**src/rtl/sw_debounce.sv**
```systemverilog
// Switch conditioning for the encoder: 2-flop synchronisers, per-line debounce counters,
// registered debounced levels plus per-bit rise/fall pulses and a combined change strobe.
module sw_debounce #(
  parameter int unsigned DEBOUNCE_CYCLES = 1_000_000,
  parameter int unsigned CNT_W           = 20
) (
  input  logic       i_clk,
  input  logic       i_rst_n,
  input  logic [7:0] i_sw,
  input  logic       i_en_sw,
  output logic [7:0] o_code,
  output logic       o_en,
  output logic [7:0] o_rise,
  output logic [7:0] o_fall,
  output logic       o_chg
);

  localparam int unsigned NumCh = 9;
  localparam logic [CNT_W-1:0] CntLast = CNT_W'(DEBOUNCE_CYCLES - 1);

  // Channel 8 is the enable switch; channels 7..0 are the code switches.
  logic [NumCh-1:0] raw;
  logic [NumCh-1:0] sync1_q;
  logic [NumCh-1:0] sync2_q;
  logic [NumCh-1:0] stab_q;
  logic [NumCh-1:0] stab_d;
  logic [NumCh-1:0] commit;

  logic [7:0] rise_q, rise_d;
  logic [7:0] fall_q, fall_d;
  logic       chg_q, chg_d;

  assign raw = {i_en_sw, i_sw};

  always_ff @(posedge i_clk or negedge i_rst_n) begin
    if (!i_rst_n) begin
      sync1_q <= '0;
      sync2_q <= '0;
    end else begin
      sync1_q <= raw;
      sync2_q <= sync1_q;
    end
  end

  for (genvar g = 0; g < NumCh; g++) begin : gen_ch
    logic [CNT_W-1:0] cnt_q;
    logic [CNT_W-1:0] cnt_d;
    logic             differ;

    assign differ    = sync2_q[g] != stab_q[g];
    assign commit[g] = differ && (cnt_q == CntLast);
    // Any sample matching the committed level restarts the stability window.
    assign cnt_d     = (differ && !commit[g]) ? cnt_q + 1'b1 : '0;

    always_ff @(posedge i_clk or negedge i_rst_n) begin
      if (!i_rst_n) begin
        cnt_q <= '0;
      end else begin
        cnt_q <= cnt_d;
      end
    end
  end

  always_comb begin
    stab_d = stab_q ^ commit;
    rise_d = commit[7:0] & sync2_q[7:0];
    fall_d = commit[7:0] & ~sync2_q[7:0];
    chg_d  = |commit;
  end

  always_ff @(posedge i_clk or negedge i_rst_n) begin
    if (!i_rst_n) begin
      stab_q <= '0;
      rise_q <= '0;
      fall_q <= '0;
      chg_q  <= 1'b0;
    end else begin
      stab_q <= stab_d;
      rise_q <= rise_d;
      fall_q <= fall_d;
      chg_q  <= chg_d;
    end
  end

  assign o_code = stab_q[7:0];
  assign o_en   = stab_q[8];
  assign o_rise = rise_q;
  assign o_fall = fall_q;
  assign o_chg  = chg_q;

endmodule

```
**config.mk**
```make
export PLATFORM = sky130hd
export DESIGN_NAME = sw_debounce
export DESIGN_NICKNAME = d
export VERILOG_FILES = /design/src/rtl/sw_debounce.sv
export SDC_FILE = /design/constraint.sdc
export NUM_CORES = 1
export LEC_CHECK = 0
export BUFFER_PORTS_ARGS = -buffer_cell sky130_fd_sc_hd__buf_4
export CAP_MARGIN = 40
export CORE_MARGIN = 2
export CORE_UTILIZATION = 45
export CTS_CLUSTER_DIAMETER = 50
export DETAILED_ROUTE_END_ITERATION = 7
export PLACE_DENSITY = 0.59
export SLEW_MARGIN = 20
export SYNTH_ARGS = -nofsm -noshare
export SYNTH_HDL_FRONTEND = slang
export SYNTH_SLANG_ARGS = --single-unit
```
**constraint.sdc**
```tcl
create_clock -name i_clk -period 3 [get_ports i_clk]
set_input_delay 0.15 -clock i_clk [delete_from_list [all_inputs] [get_ports i_clk]]
set_output_delay 0.15 -clock i_clk [all_outputs]
set_load 0.02 [all_outputs]
```
==> impl_metrics.tcl <==
set metrics [dict create \
    io_buffers 36 \
    cts.reportedPaths.clkPinSlew_ns 0.06 \
    worst_setup_path_start_kind "flip-flop" \
    initial_utilization_pct 46.0 \
    cts_stage_hold_buffer_count 10 \
    critical-path-slowest-cell "or4b_2" \
    pleak_nw 5.16 \
    floorplan.io_pins 37 \
    worstPathArrival_ns 2.70 \
    layout_setup_ws_ns 0.676 \
    syn-cell-area_um2 10100 \
    core_area_um2 22000 \
    worst_slew_pin_slew_ns 0.866 \
    postSynthRegisterBits 224 \
    antenna_left 0 \
    critical_path_peak_fanout 18 \
    global_route.usage.total_pct 16.1 \
    finish.utilization_pct 53.5 \
    preCtsSetupSlack_ns 0.655 \
    setup_total_negative_slack_ns 0 \
    post_synth_inst_count 965 \
    n_fill_cell 1994 \
    final_max_slew_viol_count 0 \
    synth_seq_area_share_pct 55.5 \
    clock_insertion_delay_worst_skew_ns 0.52 \
    post-cts-setup-buffers 0 \
    cts.htree.levels 1 \
    post_synth_edffs 0 \
    synth.lib_cells_used.distinct 43 \
    globalRoute.totalOverflow 0 \
    routed_wl_um 18200 \
    chipWidth_um 154 \
    fp.dieH_um 154 \
    first_pass_iters 4 \
    number_of_global_route_vias_before_repair 6765 \
    syn-mean-instance-area_um2 10.5 \
    dp.final_hpwl_um 11700 \
    design.die.area_um2 23700 \
    setup.worst_path.class "flip-flop to flip-flop" \
    clock-sinks 224 \
    gp_congestion 0.785 \
    syn_to_final_growth_pct 16.3 \
    flip_flop_and_latch_area_um2 5610 \
    place_inst 1273 \
    post_drt_via_cell_ratio 5.13 \
    grt_pass1_wl_um 32400 \
    post-route-period-util_pct 77.5 \
    p_total_mw 6.62 \
    path_buf_inv 0 \
    timing.critical_path.required_ns 3.38 \
    multi_input_comb_area_um2 4380 \
    cts.path.max_buffers 3 \
    fin_skew_ns 0.00866 \
    crit_path_frequent_cell "nand2_1" \
    path_cells "or4b_2, nor4_1, nand2_1, nand2_1, nor2_1" \
    power_density_nw_per_um2 563 \
    critical_path.top_delay_family "simple AND/OR/NAND/NOR gates" \
    drc 0 \
    tritoncts "done" \
    wire_per_inst_um 13.7 \
    report.final.hold_viol_count 0 \
    status "finished, final reports clean" \
    share_of_layout_cells_above_drive_strength_1_pct 9.79 \
    cts_root_buf "clkbuf_16" \
    yosys_warnings 0 \
    finalSetupViolations 0 \
    hp-class "primary input to async pin" \
    synth_async_sr_flop_share_pct 100 \
    antenna_violations_before_repair 0 \
    fmax_ghz 0.430 \
    rsz_0062_raised_after_global_routing "false" \
    cts_resized 0 \
    detailedRoute.firstIterationViolations 322 \
    dominantRegCellSynth "dfrtp_1" \
    via_count 6829 \
    synth.net_count 985 \
    finish.cell_count_without_fillers 1332 \
    min_period_ns 2.32 \
    vdd_drop_max_mv 0.402 \
    grt_max_degree 85 \
    slowest_delay_ns 0.64 \
    placement_rows 54 \
    slew_headroom_pct 41.8 \
    drv.max_cap_violation_count 0 \
    cts_buffers 27 \
    fin_nets 1052 \
    setup.worst_path.end_class "flip-flop" \
    antenna_cells_inserted 0 \
]
## through the flow
step,cell area [um^2],hold WS (ns)
2_1_floorplan,10100,-0.146
3_3_place_gp,10700,0.197
3_5_place_dp,10700,0.195
4_1_cts,11700,0.232
5_1_grt,11700,0.260
6_report,11700,0.196
## worst paths after layout
path                                     from             endpoint  slack [ns]  cells after the start
max in group asynchronous             i_rst_n  gen_ch[1].cnt_q[19]        1.91                      3
setup / recovery           gen_ch[6].cnt_q[8]  gen_ch[6].cnt_q[11]        0.68                      5
min in group i_clk                    i_sw[3]           sync1_q[3]        0.28                      2
setup reg to reg           gen_ch[6].cnt_q[8]  gen_ch[6].cnt_q[11]        0.68                      5
hold / removal                        i_rst_n   gen_ch[0].cnt_q[8]        0.20                      2
hold reg to reg                    sync1_q[3]           sync2_q[3]        0.35                      0
## Yosys cell counts (2+ instances only)
cell        n  area [um^2]
and2_1      7         43.8
and3_1     33          206
and3_2      2         15.0
and4_1     17          149
buf_2       2         10.0
buf_6       2         22.5
clkbuf_1    8         30.0
dfrtp_1   224         5610
ha_1        9          113
inv_1      14         52.6
mux2_2      8         90.1
nand2_1    57          214
nand2b_1    7         43.8
nand3_1    73          365
nand3b_1    2         15.0
nand4_1    32          200
nand4b_1    3         26.3
nor2_1    202          758
nor2b_1     4         25.0
nor3_1     21          105
nor3b_1    18          135
nor4_1     14         87.6
nor4b_1    10         87.6
or2_2       3         18.8
or4_1       4         30.0
or4b_2      2         20.0
xnor2_1    85          744
xor2_1     87          762
## cell families (layout without fill, tap and decap cells)
family | after synthesis | in the layout | share of synthesized area (%)
DFF | 224 | 224 | 55.5
adders and majority gates | 9 | 9 | 1.11
and+or+nand+nor | 519 | 519 | 25.9
buffers and inverters | 27 | 114 | 1.18
xor gates and xnor gates | 172 | 172 | 14.9
muxes | 9 | 9 | 1.04
AOI/OAI and AO/OA | 5 | 5 | 0.409
## metal layers
metal	vias up	global-route usage [%]	share of wire, %
met2	90	25.7	45
met1	3299	22.8	49
met4	0	4.05	2.3
met5	-	0	0
met3	35	2.96	3.4
li1	3405	-	-
## placed cells by master (no fill, tap or decap), drive strengths merged, types with 3 or more instances in the layout
master / n
or4: 4
nor4: 14
or4b: 3
mux2: 9
dlygate4sd3: 10
clkinv: 4
nand4: 32
bufinv: 4
nor2: 202
or2: 4
nor4b: 10
nand4b: 3
nor2b: 4
and3: 35
clkbuf: 38
and4: 18
nand2b: 7
dfrtp: 224
ha: 9
nand2: 59
xnor2: 85
nor3: 21
xor2: 87
nor3b: 18
buf: 41
nand3: 73
inv: 15
and2: 8
## layout make-up
cell class,instances,area share [%]
Inverter,14,0.447
Clock buffer,38,6.44
Clock inverter,11,1.43
Tap cell,280,2.98
Sequential cell,224,47.7
Timing Repair Buffer,51,3.73
Multi-Input combinational cell,714,37.3
## where the power goes
group / total [mW] / switching, mW / leakage [nW] / internal, mW
clock network: 3.33 / 1.23 / 0.447 / 2.10
registers: 3.10 / 0.0386 / 3.07 / 3.06
logic: 0.181 / 0.122 / 1.64 / 0.0590
total: 6.62 / 1.39 / 5.16 / 5.22
## state kept, by name, summed over array words and instances (netlist names), named ones only
| name | flops |
|---|---|
| sync1_q | 9 |
| o_fall | 8 |
| gen_ch.cnt_q | 180 |
| sync2_q | 9 |
| o_chg | 1 |
| o_rise | 8 |
(Power assumes the default switching activity.)
